--- src/rtl/disp_pkg.sv ---
// Shared types and default constants for the display scheduler block.
package disp_pkg;

    typedef enum logic [1:0] {
        BG      = 2'd0,
        MSG_ON  = 2'd1,
        MSG_OFF = 2'd2
    } disp_state_t;

    localparam int DEF_CLK_HZ      = 100_000_000;
    localparam int DEF_SCAN_HZ     = 200;
    localparam int DEF_MSG_TICKS   = 400;
    localparam int DEF_BLINK_TICKS = 50;

    // Bits needed to hold the values 0 .. n-1 (never less than one bit).
    function automatic int cnt_width(input int n);
        return (n <= 2) ? 1 : $clog2(n);
    endfunction

endpackage

--- src/rtl/tick_prescaler.sv ---
// Free-running divider: one-cycle registered tick every DIV clocks.
module tick_prescaler
    import disp_pkg::*;
#(
    parameter int DIV = 10
) (
    input  logic clk,
    input  logic rst,
    output logic tick
);

    localparam int            W    = cnt_width(DIV);
    localparam logic [W-1:0]  LAST = W'(DIV - 1);

    logic [W-1:0] count;

    // NOTE: sequential state uses non-blocking assignments so every register
    // samples the pre-edge values, independent of statement order.
    always_ff @(posedge clk or posedge rst) begin
        if (rst) begin
            count <= '0;
            tick  <= 1'b0;
        end else begin
            tick  <= (count == LAST);
            count <= (count == LAST) ? '0 : count + 1'b1;
        end
    end

endmodule

--- src/rtl/display_scheduler.sv ---
// Chooses between the background value and a timed, optionally blinking
// message for a 4-digit display, and generates the digit-scan tick.
module display_scheduler
    import disp_pkg::*;
#(
    parameter int CLK_HZ      = DEF_CLK_HZ,
    parameter int SCAN_HZ     = DEF_SCAN_HZ,
    parameter int MSG_TICKS   = DEF_MSG_TICKS,
    parameter int BLINK_TICKS = DEF_BLINK_TICKS
) (
    input  logic        clk,
    input  logic        rst,
    input  logic [15:0] bg_value,
    input  logic [15:0] msg_value,
    input  logic        msg_blink,
    input  logic        msg_req,
    output logic        msg_ack,
    output logic [15:0] value,
    output logic [3:0]  blank,
    output logic        scan_tick,
    output logic        busy
);

    localparam int DIV = CLK_HZ / SCAN_HZ;
    localparam int HW  = cnt_width(MSG_TICKS);
    localparam int BW  = cnt_width(BLINK_TICKS);

    localparam logic [HW-1:0] HOLD_LAST  = HW'(MSG_TICKS - 1);
    localparam logic [BW-1:0] BLINK_LAST = BW'(BLINK_TICKS - 1);

    disp_state_t   state;
    logic [15:0]   msg_lat;
    logic          blink_lat;
    logic [HW-1:0] hold_cnt;
    logic [BW-1:0] blink_cnt;

    tick_prescaler #(.DIV(DIV)) u_prescaler (
        .clk  (clk),
        .rst  (rst),
        .tick (scan_tick)
    );

    // A new request always wins: it pre-empts an active message and beats a
    // same-cycle expiry. Expiry in turn beats a blink toggle.
    always_ff @(posedge clk or posedge rst) begin
        if (rst) begin
            state     <= BG;
            msg_lat   <= '0;
            blink_lat <= 1'b0;
            hold_cnt  <= '0;
            blink_cnt <= '0;
            value     <= '0;
            blank     <= 4'b0000;
            busy      <= 1'b0;
            msg_ack   <= 1'b0;
        end else begin
            msg_ack <= 1'b0;
            if (msg_req) begin
                state     <= MSG_ON;
                msg_lat   <= msg_value;
                blink_lat <= msg_blink;
                hold_cnt  <= '0;
                blink_cnt <= '0;
                value     <= msg_value;
                blank     <= 4'b0000;
                busy      <= 1'b1;
                msg_ack   <= 1'b1;
            end else begin
                case (state)
                    BG: begin
                        value <= bg_value;
                        blank <= 4'b0000;
                        busy  <= 1'b0;
                    end
                    MSG_ON, MSG_OFF: begin
                        value <= msg_lat;
                        if (scan_tick) begin
                            if (hold_cnt == HOLD_LAST) begin
                                state     <= BG;
                                hold_cnt  <= '0;
                                blink_cnt <= '0;
                                value     <= bg_value;
                                blank     <= 4'b0000;
                                busy      <= 1'b0;
                            end else begin
                                hold_cnt <= hold_cnt + 1'b1;
                                if (blink_lat) begin
                                    if (blink_cnt == BLINK_LAST) begin
                                        blink_cnt <= '0;
                                        if (state == MSG_ON) begin
                                            state <= MSG_OFF;
                                            blank <= 4'b1111;
                                        end else begin
                                            state <= MSG_ON;
                                            blank <= 4'b0000;
                                        end
                                    end else begin
                                        blink_cnt <= blink_cnt + 1'b1;
                                    end
                                end
                            end
                        end
                    end
                    default: begin
                        state <= BG;
                        value <= bg_value;
                        blank <= 4'b0000;
                        busy  <= 1'b0;
                    end
                endcase
            end
        end
    end

endmodule

--- config.mk ---
export PLATFORM = sky130hd
export DESIGN_NAME = display_scheduler
export DESIGN_NICKNAME = d
export VERILOG_FILES = /design/src/rtl/disp_pkg.sv /design/src/rtl/tick_prescaler.sv /design/src/rtl/display_scheduler.sv
export SDC_FILE = /design/constraint.sdc
export NUM_CORES = 1
export LEC_CHECK = 0
export ABC_CLOCK_PERIOD_IN_PS = 3300
export CORE_MARGIN = 8
export CORE_UTILIZATION = 53
export DETAILED_ROUTE_END_ITERATION = 10
export PLACE_DENSITY = 0.8
export SETUP_SLACK_MARGIN = 0.5
export SYNTH_ARGS = -nofsm -noshare
export SYNTH_HDL_FRONTEND = slang
export SYNTH_SLANG_ARGS = --single-unit
--- constraint.sdc ---
create_clock -name clk -period 3.3 [get_ports clk]
set_input_delay 0.825 -clock clk [delete_from_list [all_inputs] [get_ports clk]]
set_output_delay 0.825 -clock clk [all_outputs]
set_load 0.02 [all_outputs]
* Word level (Yosys, flattened, before mapping)
Cells that the tools add are included.
** Word-level totals
- Flip-flop bits (word level) :: 76
- Bits of input ports :: 36
** Operators by class
- Add/sub/neg operators :: 3
- Equality and inequality tests :: 10
- Multiplexer cells :: 34
- Reduce and logical (&&, ||, !) cells :: 10
** Operators with widths (number)
- $mux W16 :: 4
- $mux W6 :: 6
- $mux W9 :: 4
- $mux W4 :: 7
- $add A19 B1 Y19 const B :: 1
- $eq A19 B19 Y1 const B :: 1
- $mux W19 :: 1
- $mux W2 :: 6
- $add A9 B1 Y9 const B :: 1
- $eq A9 B9 Y1 const B :: 1
- $ne A4 B4 Y1 const B :: 2
- $add A6 B1 Y6 const B :: 1
- $eq A6 B6 Y1 const B :: 1
- $reduce_and A3 Y1 :: 2
- $mux W1 :: 5
- $pmux W2 S2 :: 1
- $reduce_and A2 Y1 :: 2
- $reduce_and A4 Y1 :: 1
- $reduce_bool A2 Y1 :: 2
- $ne A3 B2 Y1 const B :: 1
- $ne A3 B3 Y1 const B :: 1
- $reduce_bool A3 Y1 :: 1
- $eq A2 B1 Y1 const B :: 1
- $eq A2 B2 Y1 const B :: 1
- 3 further kinds :: 3

* Depth between registers and ports, before layout
- Word-level depth :: 8
- Depth in mapped cells :: 8
- Mapped depth without buffers :: 6

* By module
From an unflattened synthesis, not the netlist that was laid out.
** Unflattened totals
- Cell total of the unflattened synthesis :: 329
- Area, all modules :: 3389.5 um^2
** By module, submodules not included
- display_scheduler :: times used 1, cells an instance 236, area each 2429.8 um^2
- tick_prescaler :: times used 1, cells an instance 93, area each 959.7 um^2

* Worst setup path before layout
No wires, ideal clock.
- Path type :: register to register
- Start point :: reg hold_cnt[0]
- End point :: reg value[10]
- Setup time :: 0.133 ns
- Data arrival time :: 1.649 ns
- Required time :: 3.167 ns
- Slack :: 1.518 ns
- Stages on the path, launching flop included :: 8
- Period minus slack after synthesis :: 1.782 ns
- Cell sequence :: dfrtp_1 -> ha_1 -> and3_1 -> a41oi_1 -> buf_4 -> buf_6 -> mux2i_1 -> o21ai_0
** Between the ends
- Cells in the longest elaborated chain, start to end :: 5
** Ends and longest elaborated chain
- start: declaration :: RTL line display_scheduler.sv:34 : logic [HW-1:0] hold_cnt;
- start signal: assignment :: RTL line display_scheduler.sv:86 : hold_cnt <= hold_cnt + 1'b1;
- $eq A9 B9 Y1 :: RTL line display_scheduler.sv:78 : if (hold_cnt == HOLD_LAST) begin
- $mux W16 :: RTL line display_scheduler.sv:78
- $mux W16 :: RTL line display_scheduler.sv:77 : if (scan_tick) begin
- $mux W16 :: RTL line display_scheduler.sv:69 : case (state)
- $mux W16 :: RTL line display_scheduler.sv:58 : if (msg_req) begin
- end signal: assignment :: RTL line display_scheduler.sv:71 : value <= bg_value;
- end signal: assignment :: RTL line display_scheduler.sv:76 : value <= msg_lat;
- end signal: assignment :: RTL line display_scheduler.sv:82 : value <= bg_value;
- end: declaration :: RTL line display_scheduler.sv:18 : output logic [15:0] value,
No other way between the ends.
A chain may end at the register's enable or synchronous reset.

* Final worst setup path
- Start point :: reg u_prescaler.tick
- End point :: out scan_tick
** RTL lines
- start: declaration :: RTL line tick_prescaler.sv:9 : output logic tick
- start signal: assignment :: RTL line tick_prescaler.sv:24 : tick <= (count == LAST);
- end: declaration :: RTL line display_scheduler.sv:20 : output logic scan_tick,
No word-level cell between the ends.

==> summary.txt <==
Setup path
  – Crit path cell chain: clkdlybuf4s50_1
  – Reg-to-Reg Start: hold_cnt[4]$_DFFE_PP0P_
  – Slowest-stage cell, CP: clkdlybuf4s50_1
  – Critical path data arrival time: 1.51 ns
  – Crit Path Class: flip-flop to output port
  – Crit path launch type: flip-flop
  – CP Data Required Time: 2.47 ns
  – Slowest Stage Delay on Critical Path: 0.67 ns
  – Buf/Inv on CP: 1
  – Levels on crit path: 1
  – Worst setup EP type: output port
  – Worst Setup SP: u_prescaler.tick$_DFF_PP0_
  – Critical path's top delay family: buffers and inverters
  – CP max FO: 9
  – R2R depth: 4

STA
  – Setup TNS: 0 ns
  – Min Tclk post-route: 2.34 ns
  – Final period util: 70.8%
  – Unrepaired setup endpoints after global routing: false
  – Fin. max-slew vios: 0
  – Max-slew headroom: 57.3%
  – Worst-margin pin slew: 0.640 ns
  – Min Hold Slack: 0.484 ns
  – Setup WS post-layout: 0.963 ns
  – Fmax achieved: 428 MHz
  – # setup viols final: 0
  – Final Hold Fails: 0
  – Clock Skews: 0.00717 ns

Placement
  – Port Buffers: 58
  – Post-DP HPWL: 5020 um
  – Placed cells: 466
  – Pre-CTS setup slack: 0.842 ns
  – Routability cong.: 0.833

Yosys
  – Adder-Cell Fraction of Synth Area: 2.19%
  – Post-synthesis cell area: 0.00343 mm^2
  – Number of synthesized flops with an enable pin: 0
  – Top FF cell, synth: dfrtp_1
  – Main combinational cell family by area after synthesis: simple AND/OR/NAND/NOR gates
  – Yosys warns: 0
  – Net count after synthesis: 382
  – Synth async-reset ratio: 100%
  – Synth Area in Simple Gates: 17.5%
  – Multiplexer area fraction after synthesis: 5.59%
  – Yosys cell types: 45
  – Synth Area in Compound Gates: 11.6%
  – Sequential share of the synthesized area: 53.3%
  – Post-Syn Instances: 340
  – Xor/xnor share of the synthesized area: 4.60%
  – Syn_area_per_cell: 10.1 um^2
  – #FFs+latches synth: 73

Power
  – VDD IR max: 291 uV
  – Pwr/cell area: 410 mW/mm^2
  – P_leak: 1.91 nW
  – Total chip power: 1.73 mW

Global route
  – Tot GR Track Use: 16.5%
  – Pin count of the biggest net entering global routing: 50
  – Initial antenna violation count: 0
  – Remaining global-route overflow: 0
  – Vias in the first global route: 2,648
  – First-pass GRT wire length: 11,900 um

Clocking
  – Clock tree buffer depth: 2
  – Hold buffer count at CTS: 0
  – CTS H-Tree Depth: 3
  – CTS clock-pin slew for the worst setup and hold paths: 0.07 ns
  – Total setup buffers inserted after CTS: 0
  – CTS Buf Count: 9
  – CTS resizes: 0
  – Clk sinks: 73
  – Clock latency on the worst-skew pair: 0.33 ns
  – CTS tree: done
  – CTS Root Cell: clkbuf_8

Run
  – Max_cap viols: 0

Final layout
  – Layout area overhead: 23.4%
  – Layout cells sized above 1: 5.74%
  – Layout Cells excl Fill: 478
  – Sequential standard cell area: 0.00183 mm^2
  – Final net count: 442
  – # diodes: 0
  – Fill cells: 508
  – Multi-input combinational cell area: 0.00143 mm^2

Hold path
  – Hold Path Depth: 1
  – Min-Delay Path Class: flip-flop to flip-flop
  – HP Start: u_prescaler.count[17]$_DFF_PP0_

Status
  – Status: complete, no violations

Detailed routing
  – Wirelength per Cell: 14.7 um
  – Detail Route Antenna Nets: 0
  – Drt drc: 0
  – Vias: 2,642
  – Via density: 5.53
  – DRT Pass-1 Iters: 4
  – DR iter-0 viols: 102
  – Final WL: 7030 um

Floorplan
  – Top Ports: 59
  – Overall die width: 96.4 um
  – Die ar.: 0.00929 mm^2
  – Row Count: 29
  – Initial cell density of the core: 54.3%
  – Core area: 0.00631 mm^2
  – Die Height: 96.4 um
## cell usage after synthesis, types with 3 or more instances
cell type   n  share of area (%)
xnor2_1     9                2.3
o221ai_1    3               0.77
o211ai_1    4               0.88
o31ai_1     4               0.88
nor2_1     22                2.4
clkbuf_1    5               0.55
buf_4       5                1.1
o21ai_0    39                5.7
nor3_1      7                1.0
and3_1      4               0.73
mux2i_1    18                5.3
nand4_1     7                1.3
dfrtp_1    73                 53
ha_1        6                2.2
nand3_1    19                2.8
xor2_1      9                2.3
inv_1      28                3.1
nand2_1    39                4.3
a21oi_1     7                1.0
## per-layer routing
metal | wire [um] | vias up | global-route usage (%) | share of wire (%)
met5 | 0 | - | 0 | 0
met4 | 143 | 0 | 9.96 | 2.0
met3 | 341 | 10 | 3.32 | 4.8
met2 | 3360 | 63 | 26.4 | 48
met1 | 3180 | 1274 | 20.3 | 45
li1 | - | 1295 | - | -
## sequential cells by signal (all words and copies together), names as in the netlist
signal             flops
u_prescaler.count     19
msg_lat               16
value                 16
hold_cnt               9
blink_cnt              6
state                  2
blank                  1
blink_lat              1
busy                   1
msg_ack                1
u_prescaler.tick       1
## cells by family (layout without fill, tap and decap cells)
group | Yosys count | count (layout)
XOR/XNOR | 18 | 18
multiplexers | 19 | 19
adder cells (fa/ha/maj) | 6 | 6
buffers and inverters | 40 | 101
AND/OR/NAND/NOR | 117 | 117
AO/OA/AOI/OAI | 67 | 67
flip-flops | 73 | 73
## layout by cell type (no fill, tap or decap), types with 7 or more instances in the layout
master,count
nor2_1,22
nor3_1,7
inv_1,27
clkdlybuf4s50_1,58
nand2_1,39
xor2_1,9
dfrtp_1,73
nand4_1,7
a21oi_1,7
xnor2_1,9
o21ai_0,39
clkbuf_8,11
nand3_1,19
mux2i_1,18
## final timing paths
| check | to | slack, ns |
|---|---|---|
| worst max-delay path | scan_tick | 0.96 |
| worst min-delay path | u_prescaler.count[17]$_DFF_PP0_ | 0.48 |
| worst max register to register | blink_cnt[2]$_DFFE_PP0P_ | 1.30 |
| worst min register to register | u_prescaler.count[17]$_DFF_PP0_ | 0.48 |
| max in group asynchronous | hold_cnt[3]$_DFFE_PP0P_ | 1.76 |
| min in group asynchronous | value[12]$_DFF_PP0_ | 0.89 |
## metrics by stage
stage          area (um^2)  util (%)
2_1_floorplan         3430         -
3_3_place_gp          4070      64.5
3_5_place_dp          4070      64.5
4_1_cts               4230      67.0
5_1_grt               4230      67.0
6_report              4230      67.0
## report_power, final
group	switching, mW	total (mW)	leakage, nW	internal (mW)
logic	0.0997	0.198	0.891	0.0985
clock network	0.290	0.586	0.0830	0.296
registers	0.0172	0.950	0.932	0.933
total	0.407	1.73	1.91	1.33
## cell type report
| cell class | count | area share (%) |
|---|---|---|
| repair buffers | 61 | 14.6 |
| flip-flops and latches | 73 | 43.2 |
| multi-input cells | 227 | 33.8 |
| inverters | 28 | 2.49 |
| clock inverters | 1 | 0.118 |
| well taps | 77 | 2.28 |
| clock buffers | 11 | 3.58 |
(Power assumes the default switching activity.)
